### config.mk
export PLATFORM = sky130hd
export DESIGN_NAME = updn_counter_gen
export DESIGN_NICKNAME = d
export VERILOG_FILES = /design/src/rtl/updn_counter_pkg.sv /design/src/rtl/updn_step_calc.sv /design/src/rtl/updn_counter_gen.sv
export SDC_FILE = /design/constraint.sdc
export NUM_CORES = 1
export LEC_CHECK = 0
export BUFFER_PORTS_ARGS = -buffer_cell sky130_fd_sc_hd__buf_2
export CAP_MARGIN = 20
export CORE_MARGIN = 8
export CORE_UTILIZATION = 53
export DETAILED_ROUTE_END_ITERATION = 8
export GPL_ROUTABILITY_DRIVEN = 0
export PLACE_DENSITY_LB_ADDON = 0.2
export SYNTH_ARGS = -nofsm -noshare
export SYNTH_HDL_FRONTEND = slang
export SYNTH_SLANG_ARGS = --single-unit
### constraint.sdc
create_clock -name clk -period 4.8 [get_ports clk]
set_input_delay 0.48 -clock clk [delete_from_list [all_inputs] [get_ports clk]]
set_output_delay 0.48 -clock clk [all_outputs]
set_load 0.005 [all_outputs]
### src/rtl/updn_counter_pkg.sv
// updn_counter_pkg: limit-mode constants and parameter legality check for updn_counter_gen
package updn_counter_pkg;
  localparam int MODE_SAT  = 0;
  localparam int MODE_WRAP = 1;
  function automatic bit params_ok(int width, int min_val, int max_val, int step_w, int reset_val);
    return (width > 0) && (width < 31) && (min_val >= 0) && (min_val < max_val) &&
           (max_val <= (1 << width) - 1) && (step_w > 0) &&
           ((1 << step_w) - 1 <= max_val - min_val + 1) &&
           (reset_val >= min_val) && (reset_val <= max_val);
  endfunction
endpackage

### src/rtl/updn_step_calc.sv
// updn_step_calc: next count for one up/down step with saturate or wrap at the limits
module updn_step_calc
  import updn_counter_pkg::*;
#(
  parameter int WIDTH  = 5,
  parameter int STEP_W = 3,
  parameter int WRAP   = MODE_SAT
) (
  input  logic [WIDTH-1:0]  i_cnt,
  input  logic [STEP_W-1:0] i_step,
  input  logic              i_down,
  input  logic [WIDTH-1:0]  i_min,
  input  logic [WIDTH-1:0]  i_max,
  output logic [WIDTH-1:0]  o_next,
  output logic              o_ovf,
  output logic              o_unf
);
  localparam int EW = WIDTH + 2;
  // two guard bits keep both the borrow below zero and the carry past MAX visible
  logic signed [EW-1:0] w_cnt, w_step, w_min, w_max, w_rng, w_d, w_u, w_dn, w_up;
  logic w_under, w_over;
  assign w_cnt   = $signed({2'b00, i_cnt});
  assign w_step  = $signed({{(EW-STEP_W){1'b0}}, i_step});
  assign w_min   = $signed({2'b00, i_min});
  assign w_max   = $signed({2'b00, i_max});
  assign w_rng   = w_max - w_min + EW'(1);
  assign w_d     = w_cnt - w_step;
  assign w_u     = w_cnt + w_step;
  assign w_under = w_d < w_min;
  assign w_over  = w_u > w_max;
  assign w_dn    = !w_under ? w_d : (WRAP == MODE_WRAP) ? w_d + w_rng : w_min;
  assign w_up    = !w_over  ? w_u : (WRAP == MODE_WRAP) ? w_u - w_rng : w_max;
  assign o_next  = i_down ? w_dn[WIDTH-1:0] : w_up[WIDTH-1:0];
  assign o_ovf   = !i_down && w_over;
  assign o_unf   = i_down && w_under;
endmodule

### src/rtl/updn_counter_gen.sv
// updn_counter_gen: parametrised load/up/down counter with step, saturate-or-wrap,
// load clamping and registered overflow/underflow/load-error pulses
module updn_counter_gen
  import updn_counter_pkg::*;
#(
  parameter int WIDTH     = 5,
  parameter int MIN_VAL   = 0,
  parameter int MAX_VAL   = 2**WIDTH - 1,
  parameter int STEP_W    = 3,
  parameter int WRAP      = MODE_SAT,
  parameter int RESET_VAL = MIN_VAL
) (
  input  logic              clk,
  input  logic              rst,
  input  logic              EN,
  input  logic              LOAD,
  input  logic [WIDTH-1:0]  IN,
  input  logic              Up,
  input  logic              Down,
  input  logic [STEP_W-1:0] STEP,
  output logic [WIDTH-1:0]  Counter,
  output logic              High,
  output logic              Low,
  output logic              OVF,
  output logic              UNF,
  output logic              LOAD_ERR
);
  localparam logic [WIDTH-1:0] L_MIN = WIDTH'(MIN_VAL);
  localparam logic [WIDTH-1:0] L_MAX = WIDTH'(MAX_VAL);
  localparam logic [WIDTH-1:0] L_RST = WIDTH'(RESET_VAL);
  if (!params_ok(WIDTH, MIN_VAL, MAX_VAL, STEP_W, RESET_VAL)) begin : g_bad_params
    $error("updn_counter_gen: illegal WIDTH/MIN_VAL/MAX_VAL/STEP_W/RESET_VAL combination");
  end
  logic [WIDTH-1:0] r_cnt, w_next, w_load_val, w_cnt_d;
  logic r_ovf, r_unf, r_lerr, w_ovf, w_unf, w_in_lo, w_in_hi, w_act;
  logic w_ovf_d, w_unf_d, w_lerr_d;
  updn_step_calc #(.WIDTH(WIDTH), .STEP_W(STEP_W), .WRAP(WRAP)) u_step (
    .i_cnt  (r_cnt),
    .i_step (STEP),
    .i_down (Down),
    .i_min  (L_MIN),
    .i_max  (L_MAX),
    .o_next (w_next),
    .o_ovf  (w_ovf),
    .o_unf  (w_unf)
  );
  // signed compares avoid constant-false checks when MIN_VAL is zero
  assign w_in_lo    = $signed({1'b0, IN}) < $signed({1'b0, L_MIN});
  assign w_in_hi    = $signed({1'b0, IN}) > $signed({1'b0, L_MAX});
  assign w_load_val = w_in_lo ? L_MIN : w_in_hi ? L_MAX : IN;
  assign w_act      = EN && (STEP != '0) && (Up || Down);
  always_comb begin
    w_cnt_d  = LOAD ? w_load_val : w_act ? w_next : r_cnt;
    w_ovf_d  = !LOAD && w_act && w_ovf;
    w_unf_d  = !LOAD && w_act && w_unf;
    w_lerr_d = LOAD && (w_in_lo || w_in_hi);
  end
  always_ff @(posedge clk) begin
    if (rst) begin
      r_cnt  <= L_RST;
      r_ovf  <= 1'b0;
      r_unf  <= 1'b0;
      r_lerr <= 1'b0;
    end else begin
      r_cnt  <= w_cnt_d;
      r_ovf  <= w_ovf_d;
      r_unf  <= w_unf_d;
      r_lerr <= w_lerr_d;
    end
  end
  assign Counter  = r_cnt;
  assign High     = r_cnt == L_MAX;
  assign Low      = r_cnt == L_MIN;
  assign OVF      = r_ovf;
  assign UNF      = r_unf;
  assign LOAD_ERR = r_lerr;
endmodule

==> Word-level counts from Yosys, hierarchy flattened <==
Cells that the tools add are included.
{ "totals": {"regBits": 7, "latchBits": 0, "ram_bits": 0, "mem_count": 0, "rom_bits": 0, "elab_cells": 26, "inputBits": 14} }
{ "classes": {"mux": 5, "n_addsub": 2, "n_eq_ne": 1, "order_cmp": 2, "reduce_logical": 13, "div_mod_pow": 0, "mul": 0, "shift": 0, "bitwise_logic": 0} }
{ "op_table": {"columns": ["op", "count"], "rows": [
  ["$mux W5", 5],
  ["$logic_and A1 B1 Y1", 7],
  ["$add A5 B3 Y6", 1],
  ["$gt A6 B5 Y1 const B", 1],
  ["$lt A6 B1 Y1 const B", 1],
  ["$sub A5 B3 Y6", 1],
  ["$eq A5 B5 Y1 const B", 1],
  ["$logic_not A5 Y1", 1],
  ["$reduce_bool A3 Y1", 1],
  ["$logic_not A1 Y1", 2],
  ["$reduce_bool A2 Y1", 1],
  ["$logic_or A1 B1 Y1", 1]
]} }

==> Logic depth before layout (Yosys ltp) <==
{ "depth": {"word_depth": 6, "ltp_mapped": 8} }

==> Cells and area by module <==
From an unflattened synthesis, not the netlist that was laid out.
{ "unflattened": {"cells_unflattened": 144, "hier_area_um2": 1109.8} }
{ "by_module_without_submodules": {"columns": ["mod", "cells_each", "area_per_inst_um2", "seq_area_each_um2", "n_inst"], "rows": [
  ["updn_step_calc", 99, 732.0, 0.0, 1],
  ["updn_counter_gen", 45, 377.9, 140.1, 1]
]} }

==> Worst setup path after synthesis <==
Ideal clock, no wire load.
{ "synth_path": {"path_kind": "input to register", "start": "input port STEP[0]", "end": "register r_cnt[2] (netlist: Counter[2])", "path_slack_ps": 2881, "cell_stages": 8, "n_path_buf": 0, "arrival_ps": 1794, "setup_time_ps": 124, "path_cell_list": "ha_1 -> inv_1 -> fa_1 -> or2_2 -> a21oi_1 -> nor2_1 -> a211oi_1 -> o22ai_1"} }
{ "synth_via": {"elab_chain_cells": 6, "elab_cells_between_ends": 13, "cone_classes": "2 x add/sub; 2 x order compare; 5 x mux; 4 x reduce/logical"} }
{ "synth_rtl": {"columns": ["element", "line", "text"], "rows": [
  ["start, declared", "updn_counter_gen.sv:20", "input logic [STEP_W-1:0] STEP,"],
  ["$add A5 B3 Y6 / $sub A5 B3 Y6 (equally long branches)", "updn_step_calc.sv:28, updn_step_calc.sv:27", null],
  ["$gt A6 B5 Y1 / $lt A6 B1 Y1 (equally long branches)", "updn_step_calc.sv:30, updn_step_calc.sv:29", null],
  ["$mux W5 (on tied branches)", "updn_step_calc.sv:32, updn_step_calc.sv:31", null],
  ["$mux W5", "updn_step_calc.sv:33", "assign o_next = i_down ? w_dn[WIDTH-1:0] : w_up[WIDTH-1:0];"],
  ["$mux W5 (2 in series)", "updn_counter_gen.sv:53", "w_cnt_d = LOAD ? w_load_val : w_act ? w_next : r_cnt;"],
  ["end signal, assigned", "updn_counter_gen.sv:65", "r_cnt <= w_cnt_d;"],
  ["end, declared", "updn_counter_gen.sv:34", "logic [WIDTH-1:0] r_cnt, w_next, w_load_val, w_cnt_d;"]
]} }
Parallel ways exist; a longest one is shown, timed or not. The select of a mux whose other input is x is not followed.
A chain may end at the register's enable or synchronous reset.

==> Final worst setup path <==
{ "layout_path": {"start": "register r_cnt[0] (netlist: Counter[0])", "end": "register r_cnt[2] (netlist: Counter[2])"} }
{ "layout_via": {"elab_chain_cells": 6, "elab_cells_between_ends": 9, "cone_classes": "2 x add/sub; 2 x order compare; 5 x mux"} }
{ "layout_rtl": {"columns": ["element", "line"], "rows": [
  ["$add A5 B3 Y6 / $sub A5 B3 Y6 (equally long branches)", "updn_step_calc.sv:28, updn_step_calc.sv:27"],
  ["$gt A6 B5 Y1 / $lt A6 B1 Y1 (equally long branches)", "updn_step_calc.sv:30, updn_step_calc.sv:29"],
  ["$mux W5 (on tied branches)", "updn_step_calc.sv:32, updn_step_calc.sv:31"],
  ["$mux W5 (*)", "updn_step_calc.sv:33"],
  ["$mux W5 (*) (2 in series)", "updn_counter_gen.sv:53"]
]} }
Every way passes the cells marked *; elsewhere a longest branch is shown, timed or not. The select of a mux whose other input is x is not followed.

==> results_dict.tcl <==
set metrics [dict create \
    ys_warn_count 0 \
    finalClockSkew_ps 4.54 \
    fin_crit_sh_pct 42.3 \
    synth_compound_area_share_pct 26.9 \
    synth_seq_cells 7 \
    synth.most_common_cell "nor2_1" \
    n_antenna_cell 0 \
    slew_viol_final 0 \
    clk_latency_ps 250 \
    drtPass1Iterations 4 \
    syn_to_final_growth_pct 16.8 \
    instances_no_fill 134 \
    multiInputGateArea_um2 537 \
    endpoint_kind "flop" \
    synth_simple_gate_area_share_pct 29.6 \
    rows 13 \
    hold_buffers 0 \
    synth_seq_area_share_pct 19.0 \
    yosysUniqueCellTypes 38 \
    yosys-top-cells-area "dfxtp_1 19%, ha_1 10%, nor2_1 5.6%" \
    die_x_um 53.4 \
    holdCritPathClass "in -> reg" \
    syn_inst 98 \
    synth_fa_ha_area_share_pct 15.6 \
    hold-worst-slack_ps 488 \
    clkSlewWorstSetupHoldPaths_ps 60 \
    synth.mux.area_fraction_pct 0 \
    arrival_ps 2170 \
    synth_common_cells "11 x nor2_1, 8 x a21oi_1, 8 x inv_1" \
    critPathRequiredTime_ps 4940 \
    antenna_found_initial 0 \
    place_area_um2 836 \
    cp-start-kind "flop" \
    seq_area_um2 140 \
    remaining_drc_errors 0 \
    die-area_mm2 0.00285 \
    grt_pass1_wl_um 3210 \
    drive_gt1_share_pct 26.9 \
    dp.final_hpwl_um 1530 \
    num-fill-cells 122 \
    vias_per_cell 5.80 \
    avgSynthCellArea_um2 7.55 \
    cts_tree "yes" \
    syn_nets 120 \
    grt_pass1_vias 739 \
    core_mm2 0.00130 \
    outcome "finished clean" \
    cts.sinks 7 \
    postRouteAntennaNets 0 \
    synth_edf_count 0 \
    preCtsSetupSlack_ps 2640 \
    numCtsBuffers 3 \
    drt_iter0_drc 18 \
    period_minus_slack_ps 2030 \
    cts_resized 0 \
    fin_area_um2 863 \
    rsz0062_at_grt "false" \
    synthFlopType "dfxtp_1" \
    crit_chain "ha_1 -> inv_1 -> fa_1 -> or2_2 -> a21oi_1 -> nor2_1 -> a211oi_1 -> o22ai_1" \
    die_h_um 53.4 \
    synth_area_um2 739 \
    finalSetupTns_ps 0 \
    nets 142 \
    hold_violations 0 \
    synth_top_area_cell "dfxtp_1" \
    clk_root_buffer_cell "clkbuf_4" \
    cts_buffer_depth 2 \
    max_freq_mhz 493 \
    wl_per_cell_um 14.2 \
    critPathKind "reg -> reg" \
    cap_violations 0 \
    yosys.area_share.xor_xnor_pct 0 \
    drt-total-wl_um 1910 \
    cts_setup_buffers 0 \
    htreeDepth 1 \
    num_io_pins 24 \
    grt_max_degree 17 \
    synth_top_area_share_pct 19.0 \
    grt_overflow 0 \
    regToRegSetupSlack_ps 2770 \
    port_buffers 22 \
    ir_worst_vdd_uv 121 \
    grt_use_total_pct 14.1 \
    slowest_stage "dfxtp_1" \
    start_util_pct 56.8 \
    layout_setup_ws_ps 2770 \
    synth_top_family_by_area "simple AND/OR/NAND/NOR gates" \
    max_stage_delay_ps 420 \
    power.density_mw_per_mm2 223 \
    worstPathMaxFanout 6 \
    dp_cells 130 \
    setup_viol 0 \
    leakage_nw 0.393 \
    num_vias 777 \
    postSynth.asyncResetShare_pct 0 \
]
routing by layer:
metal  GRT usage (%)  vias to the layer above  wire length (um)
met5               0                        -                 0
met4            1.26                        0                10
met3            4.20                        2               159
met2            22.9                       33               880
met1            18.4                      350               853
li1                -                      392                 -
where the power goes:
part	internal (mW)	switching (mW)	leakage, nW	total (mW)
combinational	0.0314	0.0372	0.318	0.0686
sequential	0.0618	0.00703	0.0575	0.0688
clock	0.0306	0.0243	0.0177	0.0549
placed cells by master (no fill, tap or decap), types with 2 or more instances in the layout:
cell and n:
nand3b_1 2, clkbuf_4 3, o31ai_1 3, nand2_1 7, a221oi_1 2, a31oi_1 2
nor2b_1 3, nor2_1 11, fa_1 2, ha_1 6, o21ai_0 5, inv_1 8
dfxtp_1 7, nand3_1 5, nand2b_1 3, buf_2 22, a21oi_1 8
final cells by class:
type,count,area share (%)
well taps,15,2.17
flip-flops and latches,7,16.2
multi-input cells,78,62.2
clock inverters,1,0.580
clock buffers,3,2.61
repair buffers,22,12.8
inverters,8,3.48
critical path, delay by kind of cell, from the launching register on:
family          cells  cell delay (ps)
fa+ha+maj           2              610
compound gates      3              480
flops               1              420
simple gates        2              360
buf+inv             1               50
logic make-up after synthesis:
family          after synthesis
flops                         7
fa+ha+maj                     8
simple gates                 40
compound gates               29
other cells                   1
buf+inv                      13
flip-flops by register name, indices dropped and copies added (netlist names):
name	cells
UNF	1
OVF	1
Counter	5
stage by stage:
stage / util [%] / power [mW]
4_1_cts: 66.3 / 0.191
6_report: 66.3 / 0.192
3_5_place_dp: 64.2 / 0.138
3_3_place_gp: 64.2 / 0.137
2_1_floorplan: - / 0.118
5_1_grt: 66.3 / 0.208
worst paths after layout:
| kind | from | depth (start not counted) | to |
|---|---|---|---|
| worst max register to register | Counter[0] | 8 | Counter[2] |
| worst min-delay path | IN[2] | 3 | Counter[2] |
| worst max-delay path | Counter[0] | 8 | Counter[2] |
| worst min register to register | Counter[4] | 2 | Counter[4] |
Note: power is estimated with default switching activity, not from simulation.
